**src/rtl/if_id_pipeline_register_pkg.sv**
```systemverilog
// Shared definitions for the IF/ID pipeline register: widths, NOP encoding,
// handshake state encoding and the payload layout.
package if_id_pipeline_register_pkg;

   localparam int unsigned XLEN = 64;
   localparam int unsigned ILEN = 32;

   // addi x0, x0, 0
   localparam logic [ILEN-1:0] NOP_INST = 32'h0000_0013;

   // 2'd3 is unused and recovers to EMPTY.
   typedef enum logic [1:0] {
      EMPTY = 2'd0,
      FULL  = 2'd1,
      SKID  = 2'd2
   } state_e;

   typedef struct packed {
      logic [XLEN-1:0] pc;
      logic [XLEN-1:0] pc4;
      logic [ILEN-1:0] inst;
   } payload_t;

   localparam int unsigned PAYLOAD_W = $bits(payload_t);

endpackage

```
**src/rtl/if_id_payload_reg.sv**
```systemverilog
// One payload entry (pc, pc4, inst) with load enable and asynchronous
// active-low reset; used for both the main and the skid entry.
module if_id_payload_reg
   import if_id_pipeline_register_pkg::*;
#(
   parameter int unsigned      Width    = PAYLOAD_W,
   parameter logic [Width-1:0] ResetVal = '0
) (
   input  logic             clk,
   input  logic             rst,
   input  logic             load,
   input  logic [Width-1:0] d,
   output logic [Width-1:0] q
);

   always_ff @(posedge clk or negedge rst) begin
      if (!rst) begin
         q <= ResetVal;
      end else if (load) begin
         q <= d;
      end
   end

endmodule

```
**src/rtl/if_id_pipeline_register.sv**
```systemverilog
// IF/ID pipeline register with a one-entry skid buffer; fetch back-pressure is
// decoded from registered state only, and flush replaces the held work with a bubble.
module if_id_pipeline_register
   import if_id_pipeline_register_pkg::*;
#(
   parameter int unsigned     XLEN     = if_id_pipeline_register_pkg::XLEN,
   parameter int unsigned     ILEN     = if_id_pipeline_register_pkg::ILEN,
   parameter logic [ILEN-1:0] NOP_INST = if_id_pipeline_register_pkg::NOP_INST
) (
   input  logic            clk,
   input  logic            rst,
   input  logic            flush,
   input  logic            if_valid,
   output logic            if_ready,
   input  logic [XLEN-1:0] if_pc,
   input  logic [XLEN-1:0] if_pc4,
   input  logic [ILEN-1:0] if_inst,
   output logic            id_valid,
   input  logic            id_ready,
   output logic [XLEN-1:0] id_pc,
   output logic [XLEN-1:0] id_pc4,
   output logic [ILEN-1:0] id_inst
);

   localparam int unsigned PW = 2 * XLEN + ILEN;

   state_e        state_q, state_d;
   logic          if_ready_q, id_valid_q;
   logic          in_fire, out_fire;
   logic          main_load, skid_load;
   logic [PW-1:0] in_payload, main_bubble;
   logic [PW-1:0] main_d, main_q, skid_d, skid_q;

   assign in_payload = {if_pc, if_pc4, if_inst};
   assign in_fire    = if_valid & if_ready_q;
   assign out_fire   = id_valid_q & id_ready;

   // Empty main keeps its pc/pc4 but must present a NOP.
   assign main_bubble = {main_q[PW-1:ILEN], NOP_INST};

   always_comb begin
      state_d   = state_q;
      main_load = 1'b0;
      main_d    = in_payload;
      skid_load = 1'b0;
      skid_d    = in_payload;
      if (flush) begin
         state_d   = EMPTY;
         main_load = 1'b1;
         main_d    = main_bubble;
         skid_load = 1'b1;
         skid_d    = '0;
      end else begin
         case (state_q)
            EMPTY: begin
               if (in_fire) begin
                  state_d   = FULL;
                  main_load = 1'b1;
               end
            end
            FULL: begin
               if (in_fire && out_fire) begin
                  main_load = 1'b1;
               end else if (in_fire) begin
                  state_d   = SKID;
                  skid_load = 1'b1;
               end else if (out_fire) begin
                  state_d   = EMPTY;
                  main_load = 1'b1;
                  main_d    = main_bubble;
               end
            end
            SKID: begin
               if (out_fire) begin
                  state_d   = FULL;
                  main_load = 1'b1;
                  main_d    = skid_q;
               end
            end
            default: begin
               state_d   = EMPTY;
               main_load = 1'b1;
               main_d    = main_bubble;
            end
         endcase
      end
   end

   // Handshake flags are registered from the next state so neither output
   // depends combinationally on any input.
   always_ff @(posedge clk or negedge rst) begin
      if (!rst) begin
         state_q    <= EMPTY;
         if_ready_q <= 1'b1;
         id_valid_q <= 1'b0;
      end else begin
         state_q    <= state_d;
         if_ready_q <= (state_d != SKID);
         id_valid_q <= (state_d != EMPTY);
      end
   end

   if_id_payload_reg #(
      .Width    (PW),
      .ResetVal ({{(2 * XLEN){1'b0}}, NOP_INST})
   ) u_main (
      .clk  (clk),
      .rst  (rst),
      .load (main_load),
      .d    (main_d),
      .q    (main_q)
   );

   if_id_payload_reg #(
      .Width    (PW),
      .ResetVal ('0)
   ) u_skid (
      .clk  (clk),
      .rst  (rst),
      .load (skid_load),
      .d    (skid_d),
      .q    (skid_q)
   );

   assign if_ready = if_ready_q;
   assign id_valid = id_valid_q;
   assign id_pc    = main_q[PW-1 -: XLEN];
   assign id_pc4   = main_q[ILEN +: XLEN];
   assign id_inst  = main_q[ILEN-1:0];

endmodule
```
**config.mk**
```make
export PLATFORM = sky130hd
export DESIGN_NAME = if_id_pipeline_register
export DESIGN_NICKNAME = d
export VERILOG_FILES = /design/src/rtl/if_id_pipeline_register_pkg.sv /design/src/rtl/if_id_payload_reg.sv /design/src/rtl/if_id_pipeline_register.sv
export SDC_FILE = /design/constraint.sdc
export NUM_CORES = 1
export LEC_CHECK = 0
export CORE_MARGIN = 1.5
export CORE_UTILIZATION = 54
export CTS_CLUSTER_SIZE = 40
export DETAILED_ROUTE_END_ITERATION = 16
export HOLD_SLACK_MARGIN = 0.05
export PLACE_DENSITY = 0.91
export SLEW_MARGIN = 10
export SYNTH_ARGS = -nofsm -noshare
export SYNTH_HDL_FRONTEND = slang
export SYNTH_SLANG_ARGS = --single-unit
```
**constraint.sdc**
```tcl
create_clock -name clk -period 5.13 [get_ports clk]
set_input_delay 0.7695 -clock clk [delete_from_list [all_inputs] [get_ports clk]]
set_output_delay 0.7695 -clock clk [all_outputs]
set_load 0.02 [all_outputs]
```
==> flow_summary.toml <==
[run_status]
status = "completed"

[timing]
clock_skew_ns = 0.02350
period_needed_ns = 3.053
tightestPinTransition_ns = 1.076
relSlewSlack_pct = 28.29
report.final.setup_viol = 0
fmax_mhz = 327.5
drv_slew = 0
fin_tns_setup_ns = 0
rsz0062_at_grt = "false"
hold_violations = 0
fin_crit_sh_pct = 59.52

[logic_synthesis]
ys_types = 35
yosys.area.top_type = "dfrtp_1"
synth-async-reset-ratio_pct = 100.0
synthDominantCellAreaShare_pct = 57.26
yosys_warnings = 0
ys_seq_elements = 324
synthTopCellsByArea = "dfrtp_1, nand2_1, a22oi_1"
yosysSeqAreaShare_pct = 58.01
synth-edff-count = 0
synth_cells = 1453
syn_nets = 1618
synth_area_sq_mm = 0.01399
ys.flop_type = "dfrtp_1"
synth_area_per_cell_sq_um = 9.626

[floorplanning]
die_h_microns = 163.9
num_rows = 58
start_util_pct = 55.22
dieArea_sq_mm = 0.02687
coreArea_sq_mm = 0.02533
die_x_microns = 163.9
io_pins = 327

[flow_run]
maxCapViolations = 0

[grt]
globalRouteTotalUtil_pct = 29.76
grt_pass1_vias = 12240
grt_antenna_before_repair = 5
grt-ovfl-total = 0
grt_pass1_wl_mm = 63.48
grt_max_degree = 200

[place]
portBuffers = 326
hpwl_mm = 24.23
dp_cells = 1986
dpl-instance-area_sq_mm = 0.01723
gp_congestion = 0.8194

[finish]
area_growth_pct = 31.15
fillCellCount = 1734
drive_above_1_share_pct = 4.776
seqCellArea_sq_mm = 0.008113
stdcell_count = 2052
nNetsFinal = 1858
multi_input_area_sq_mm = 0.005216
final_area_sq_mm = 0.01834

[clock_tree]
h-tree-depth = 2
cts.path.max_buffers = 3
root_buffer = "clkbuf_16"
clk_pin_slew_ns = 0.06
cts_hold_buf = 0
post_cts_buffers = 0
cts_made_buffers = 35
cts_tree = "yes"
clkLatencyLatePin_ns = 0.50
post_cts_resize_count = 0
cts.sinks = 324

[route]
wire_per_inst_microns = 19.67
drt_wl_total_mm = 40.37
drt_iter0_markers = 1674
firstDrtPassIters = 7
met3WireLength_mm = 3.499
viasPerCell = 6.072
antenna_left = 0
wl_met1_mm = 15.40
vias = 12460
routed-wl-met2_mm = 19.60
top_layer_used = "met5"
drcViolationCount = 0

[worst_setup_path]
cp.required_ns = 5.49
r2r_cells = 5
startpoint_type = "input port"
rr_startpoint = "state_q[1]"
criticalPathCategory = "in -> reg"
r2r_slack_ns = 2.24
crit_arrival_ns = 3.41
crit_path_end_kind = "flip-flop"
rr_endpoint = "u_main.q[149]"
crit_fanout = 70

[pwr]
power_density_mw_per_mm2 = 402.8
leakagePower_nw = 7.949
peakVddDrop_v = 0.0002825

[worst_hold_path]
hold_path_class = "in -> async"
Yosys cell counts (2+ instances only):
cell and instances:
o21ai_1 120, nand4b_1 2, nor2_2 2, clkbuf_1 79
nor2b_1 3, a2bb2oi_1 29, o21ai_0 136, mux2i_1 29
o21bai_1 4, buf_6 15, dfrtp_1 320, buf_2 43
a21oi_1 163, a221oi_1 3, nor2_1 31, buf_4 2
and2_1 2, nand2_1 323, a22oi_1 128, dfstp_2 4
kinds of logic (layout without fill, tap and decap cells):
group,Yosys count,count (layout),synth area share (%)
compound gates,588,588,24.45
xor+xnor,1,1,0.06263
buf+inv,140,404,5.001
flops,324,324,58.01
mux,29,29,2.076
other cells,0,5,0
simple gates,371,371,10.40
metal layers:
| layer | track usage [%] | vias up |
|---|---|---|
| met1 | 39.26 | 6095 |
| met2 | 47.35 | 662 |
| met5 | 0 | - |
| met4 | 14.09 | 4 |
| met3 | 6.061 | 121 |
| li1 | - | 5578 |
final cells by class:
class                   instances  share of cell area [%]
well taps                     330                   2.251
diodes                          5                 0.06821
clock inverters                 9                  0.3956
flip-flops and latches        324                   44.23
multi-input cells             989                   28.44
inverters                       1                 0.02046
clock buffers                  52                   5.628
repair buffers                342                   18.97
how the worst max path moves through the flow:
stage	startpoint	end	depth (start not counted)
floorplan	flush	u_main.q[12]	5
global placement	id_ready	u_main.q[14]	6
detailed placement	id_ready	u_main.q[18]	6
CTS	id_ready	u_main.q[20]	6
global route	id_ready	u_main.q[20]	6
finish	id_ready	u_main.q[149]	6
power breakdown:
group | switching [W] | leakage (nW) | internal [W]
Combinational | 0.00102 | 3.13 | 0.000828
Sequential | 0.000210 | 4.28 | 0.00289
Clock | 0.000995 | 0.545 | 0.00144
Total | 0.00223 | 7.95 | 0.00516
registers in the layout (all words and copies together), names as in the netlist:
signal / count
u_main.q: 160
u_skid.q: 160
state_q: 2
id_valid: 1
if_ready: 1
stage by stage:
step	worst slack [ns]	hold slack, ns	power [W]	utilization (%)
after detailed placement	1.595	0.5015	0.004977	68.01
after global routing	1.914	0.4528	0.007694	72.39
after global placement	1.702	0.4893	0.004916	68.01
final	2.077	0.3835	0.007389	72.42
after floorplan	3.200	0.4739	0.003998	-
after CTS	2.115	0.4244	0.007411	72.37
cells in the final DEF (no fill, tap or decap), types with 2 or more instances in the layout:
cell type        count
mux2i_1             29
dfrtp_1            320
dfstp_2              4
buf_12               7
a22oi_1            128
o21ai_0            136
clkbuf_1            10
nor2_4               2
a221oi_1             3
clkbuf_8             6
a2bb2oi_1           29
nand2b_4             2
nor2_1              31
nor2b_1              3
clkinv_2             7
a21oi_1            163
nand2_1            323
clkdlybuf4s50_1    324
and2_1               2
buf_4                9
diode_2              5
nand4b_1             2
clkbuf_16           37
o21ai_1            120
o21bai_1             4
worst max-delay path, stage by stage:
cell and delay (ns):
clkdlybuf4s50_1 0.51, nand4b_1 0.19, o221a_4 0.60, or2_4 0.71, buf_12 0.38, o21ai_0 0.15
Note: power is estimated with default switching activity, not from simulation.
